<file path="config.mk">
export PLATFORM = sky130hd
export DESIGN_NAME = tt_um_matmul_operand_loader
export DESIGN_NICKNAME = d
export VERILOG_FILES = /design/src/rtl/tt_um_matmul_operand_loader.sv
export SDC_FILE = /design/constraint.sdc
export NUM_CORES = 1
export LEC_CHECK = 0
export ABC_AREA = 0
export CELL_PAD_IN_SITES_DETAIL_PLACEMENT = 1
export CELL_PAD_IN_SITES_GLOBAL_PLACEMENT = 1
export CORE_ASPECT_RATIO = 0.75
export CORE_MARGIN = 2
export CORE_UTILIZATION = 42
export DETAILED_ROUTE_END_ITERATION = 10
export HOLD_SLACK_MARGIN = 0.08
export PLACE_DENSITY = 0.84
export SLEW_MARGIN = 5
export SYNTH_ARGS = -nofsm -noshare
export SYNTH_HDL_FRONTEND = slang
export SYNTH_SLANG_ARGS = --single-unit
</file>
<file path="constraint.sdc">
create_clock -name clk -period 6.3 [get_ports clk]
set_clock_uncertainty 0.2 [all_clocks]
set_input_delay 1.26 -clock clk [delete_from_list [all_inputs] [get_ports clk]]
set_output_delay 1.26 -clock clk [all_outputs]
set_load 0.05 [all_outputs]
</file>
<file path="src/rtl/tt_um_matmul_operand_loader.sv">
// Operand loader for the 2x2 matrix multiplier tile: validates 2-bit elements,
// fills a shadow buffer and publishes packed A/B words atomically on commit.
module tt_um_matmul_operand_loader (
    input  logic       clk,
    input  logic       rst_n,
    input  logic       ena,
    input  logic [7:0] ui_in,
    input  logic [7:0] uio_in,
    output logic [7:0] uo_out,
    output logic [7:0] uio_out,
    output logic [7:0] uio_oe
);

    typedef enum logic [1:0] {
        S_EMPTY   = 2'd0,
        S_FILLING = 2'd1,
        S_FULL    = 2'd2,
        S_ERROR   = 2'd3
    } state_t;

    state_t      state_q;
    logic [3:0]  count_q;
    logic [15:0] shadow_q;
    logic [7:0]  a_q;
    logic [7:0]  b_q;
    logic [2:0]  prev_q;

    logic [1:0]  elem;
    logic [2:0]  rise;
    logic        wr_ev;
    logic        commit_ev;
    logic        clear_ev;
    logic        loading;
    logic        unused_ok;

    assign elem      = ui_in[1:0];
    assign rise      = ui_in[4:2] & ~prev_q;
    assign wr_ev     = ena & rise[0];
    assign commit_ev = ena & rise[1];
    assign clear_ev  = ena & rise[2];
    assign loading   = (state_q == S_EMPTY) || (state_q == S_FILLING);
    assign unused_ok = &{1'b0, uio_in, ui_in[7:5]};

    assign uo_out  = a_q;
    assign uio_out = b_q;
    assign uio_oe  = ena ? 8'hFF : 8'h00;

    // Strobe history runs even while disabled, so edges during ena=0 are lost.
    always_ff @(posedge clk or negedge rst_n) begin
        if (!rst_n) begin
            prev_q <= 3'b111;
        end else begin
            prev_q <= ui_in[4:2];
        end
    end

    always_ff @(posedge clk or negedge rst_n) begin
        if (!rst_n) begin
            state_q  <= S_EMPTY;
            count_q  <= 4'd0;
            shadow_q <= 16'h0000;
            a_q      <= 8'h00;
            b_q      <= 8'h00;
        end else if (clear_ev) begin
            state_q  <= S_EMPTY;
            count_q  <= 4'd0;
            shadow_q <= 16'h0000;
        end else if (commit_ev) begin
            if (state_q == S_FULL || state_q == S_ERROR) begin
                a_q      <= (state_q == S_FULL) ? shadow_q[7:0]  : 8'h00;
                b_q      <= (state_q == S_FULL) ? shadow_q[15:8] : 8'h00;
                state_q  <= S_EMPTY;
                count_q  <= 4'd0;
                shadow_q <= 16'h0000;
            end
        end else if (wr_ev && loading) begin
            if (elem == 2'd3) begin
                state_q <= S_ERROR;
            end else begin
                shadow_q[{count_q[2:0], 1'b0} +: 2] <= elem;
                count_q <= count_q + 4'd1;
                state_q <= (count_q == 4'd7) ? S_FULL : S_FILLING;
            end
        end
    end

endmodule

</file>
Word-level counts from Yosys, hierarchy flattened:

Cells that the tools add are included.

* $add $sub $neg: 2
* equality and inequality tests: 7
* shifts and indexed selects: 2
* multiplexer cells: 20
* bitwise gates (word level): 6
* reduce and logical (&&, ||, !) cells: 8

Operators with widths (number)
* 2-to-1 mux 16 bit: 5
* 2-to-1 mux 8 bit: 3
* 2-to-1 mux 4 bit: 5
* bitwise mux 16 bit: 1
* variable shift 2 x 6 -> 16 bit, first input constant: 1
* variable part select 2 x 6 -> 16 bit: 1
* 2-to-1 mux 2 bit: 6
* equality test 2 bit, second input constant: 3
* negator 4 -> 6 bit: 1
* AND reduction 3 bit: 2
* adder 4 x 1 -> 4 bit, second input constant: 1
* equality test 4 x 3 -> 1 bit, second input constant: 1
* bitwise AND 1 bit: 3
* bitwise AND 3 bit: 1
* != test 3 x 1 -> 1 bit, second input constant: 1
* != test 3 bit, second input constant: 1
* NOT 3 bit: 1
* nonzero test 3 bit: 1
* equality test 2 x 1 -> 1 bit, second input constant: 1
* logical NOT 2 bit: 1
* logical OR 1 bit: 2
* AND reduction 2 bit: 1
* logical AND 1 bit: 1
* NOT 1 bit: 1

* bits in registers: 41
* input bits: 19
* output and inout bits: 24
* logic and storage cells: 51

Depth between registers and ports, before layout:

* depth after elaboration: 7
* depth in mapped cells: 7
* depth with buffers taken out: 7

Worst setup path before layout:

Ideal clock, no wire load.

* path type: input -> output
* from: input ena
* to: output uio_oe[0]
* arrival: 1.430 ns
* required time: 4.840 ns
* slack: 3.410 ns
* cell stages on the path: 1
* buffers on the path: 1
* cells stage by stage: buf_4

* word-level cells in the longest chain between the ends: 1

RTL lines
* from (decl): line 6 `input logic ena,`
* 2-to-1 mux 8 bit: line 46 `assign uio_oe = ena ? 8'hFF : 8'h00;`
* to (decl): line 11 `output logic [7:0] uio_oe`

Every way passes these cells.

Worst setup path in the final report:

* from: input ena
* to: output uio_oe[5]

Same word-level chain as after synthesis.

==> run metrics <==
Worst Hold Class reg -> reg; RSZ-0062 raised after global routing no; top-count cell post-synth nand2_1; Setup crit end kind output port; first-pass detailed-route iteration total 4; core area 4870 um2; final setup vio count 0; Sw Pwr 0.177 mW; Die Y around 66 um; Syn Inst Count 201; Layout area overhead 17.5%; routed wire length 4370 um; Synth Area in Simple Gates between 10% and 20%; final hold slack 0.265 ns; multiplexer share of the synthesized area under 10%; Worst path slowest cell clkdlybuf4s50_1; n_diodes 0; crit-path cells clkdlybuf4s50_1 > clkdlybuf4s50_1; layout cells sized above 1 9.87%; Post-CTS Resized 0; post-synthesis sequential area ratio between 40% and 50%; status completed; YS warnings 0; Setup TNS Final 0 ns; main combinational cell family by area after synthesis simple AND/OR/NAND/NOR gates; First DRT Iteration DRCs 92; first-pass GRT wire length roughly 7300 um; Post-Syn Area per Cell 10.5 um2; Initial Utilization 43.5%; Synth Register Bits just over 40; Nets between 200 and 250; GPL Wtd Cong 0.798; Worst Max-Slew Pin Slew around 1.2 ns; top-area cell type share of the netlist area around 45%; final worst path period share approximately two thirds; chip width ~86 um; startpoint types primary input; Post-synth ARST share between 90% and 100%; Post-Syn Area ~2100 um2; # rows 22; vias 1511; Global Route Usage Sum approximately 17%; required time of the critical path approximately 4.8 ns; initial antenna violation count 0; Synth Area in Compound Gates between 15 and 20%; hpwl dp 2920 um; number of buffers on the longest clock path 2; peak fanout along the critical path 13; Worst path most repeated cell clkdlybuf4s50_1; final slew viol count 0; Worst VDD drop around 0.11 mV; max_slew headroom 23.0%; adder-cell share of the synthesized area ~2.4%; Crit path buffers/inverters 2; IO Pins 43; min Tclk post-route about 4.3 ns; clock slew at reported path FFs ~0.080 ns; area leader, netlist dfrtp_1; Achievable Freq 0.232 GHz; Synth area leaders dfrtp_1, mux2i_1, nand2_1; number of port buffers 31; Worst Path Arrival 2.85 ns; post-CTS setup buffer count 0; # H-tree levels 2; EDFF count, synth 0; sequential share of power between 40% and 50%; clock share of power approximately 30%; CTS tree done; P_int ~0.4 mW; critical path depth in cells 2; hold bufs inserted after CTS 0; cts bufs inserted 5; die area 5630 um2; post-synthesis cell type count 33; CP top delay family buffers and inverters; leak pwr around 1.1 nW; CTS Root Cell clkbuf_8; WHS Path Cells 2; Max Cap Viol 0; total grt overflow 0; combinational group share of total power roughly a fifth; P per Cell Area 235 nW/um2; wire per inst 15.4 um; CP max stage delay around 0.9 ns; CTS Sinks 41; final antenna-violating net count 0; Sw Ratio approximately 30%; most frequent cells after synthesis nand2_1, dfrtp_1, o21ai_0, mux2i_1, nand3b_1; Fin. Hold Viols 0; Main synth FF type dfrtp_1; largest net degree at the start of global routing 42; Worst R2R Path Depth 4; Syn Nets about 220; vias in the first global route between 1k and 1.5k; Setup Crit Path Kind in -> out; Clock Latency Late Sink between 0.2 and 0.3 ns; via/cell ratio 5.34; xor-xnor portion of the synthesized cell area 0%; number of remaining DRC errors 0
routing by layer:
metal | global-route usage [%] | part of all wire, %
met5 | 0 | 0
met4 | 5.95 | 1.3
met3 | 4.15 | 2.6
met2 | 26.4 | 46
met1 | 23.6 | 50
power by group through the flow:
stage | combinational (mW) | clock [mW] | sequential (mW)
2_1_floorplan | 0.0773 | 0 | 0.300
4_1_cts | 0.117 | 0.183 | 0.291
6_report | 0.115 | 0.178 | 0.291
3_3_place_gp | 0.112 | 0 | 0.295
3_5_place_dp | 0.116 | 0 | 0.297
5_1_grt | 0.126 | 0.195 | 0.294
cells by family (layout without fill, tap and decap cells):
family / after synthesis / count (layout)
AO/OA/AOI/OAI: 39 / 39
adder cells (fa/ha/maj): 4 / 4
buffers and inverters: 22 / 44
flip-flops: 41 / 41
multiplexers: 17 / 17
AND/OR/NAND/NOR: 78 / 78
per-stage QoR:
stage / cell area [um2] / power [mW] / instances / util, % / setup WS (ns)
floorplan: 2120 / 0.378 / 201 / - / 3.41
global placement: 2390 / 0.407 / 275 / 49.2 / 2.02
detailed placement: 2390 / 0.413 / 275 / 49.2 / 1.98
CTS: 2490 / 0.591 / 283 / 51.1 / 1.98
global route: 2490 / 0.615 / 283 / 51.1 / 1.92
finish: 2490 / 0.585 / 283 / 51.1 / 1.99
sequential cells by signal (all words and copies together), names as in the netlist:
signal and flops:
prev_q 3, count_q 4, state_q 2, shadow_q 16, uo_out 8, uio_out 8
worst paths after layout:
kind | startpoint | to | slack, ns
setup / recovery | ena | uio_oe[5] | 1.99
hold / removal | uio_out[2] | uio_out[2] | 0.27
setup reg to reg | prev_q[2] | shadow_q[4] | 3.81
hold reg to reg | uio_out[2] | uio_out[2] | 0.27
max in group asynchronous | rst_n | count_q[1] | 4.45
min in group asynchronous | rst_n | uio_out[4] | 0.88
cell usage in the layout, fill, tap and decap left out, types with 4 or more instances in the layout:
master           instances
ha_1                     4
dfrtp_1                 38
nand2_1                 39
nand3b_1                17
clkbuf_8                 6
or3_1                    4
clkdlybuf4s50_1         30
nand2b_1                 5
mux2i_1                 17
o21ai_0                 20
layout make-up:
class | count | area [um2]
sequential | 41 | 1030
clock inverter | 1 | 7.51
inverter | 3 | 11.3
multi-input combinational | 138 | 958
timing repair buffer | 33 | 320
clock buffer | 7 | 86.3
tap | 60 | 75.1
fill | 536 | 2380
worst reg2reg max path, delay by kind of cell (launching register included):
kind / cells / cell delay [ns]
DFF: 1 / 0.51
and+or+nand+nor: 2 / 1.20
muxes: 1 / 0.20
AOI/OAI and AO/OA: 1 / 0.29
Note: power is estimated with default switching activity, not from simulation.
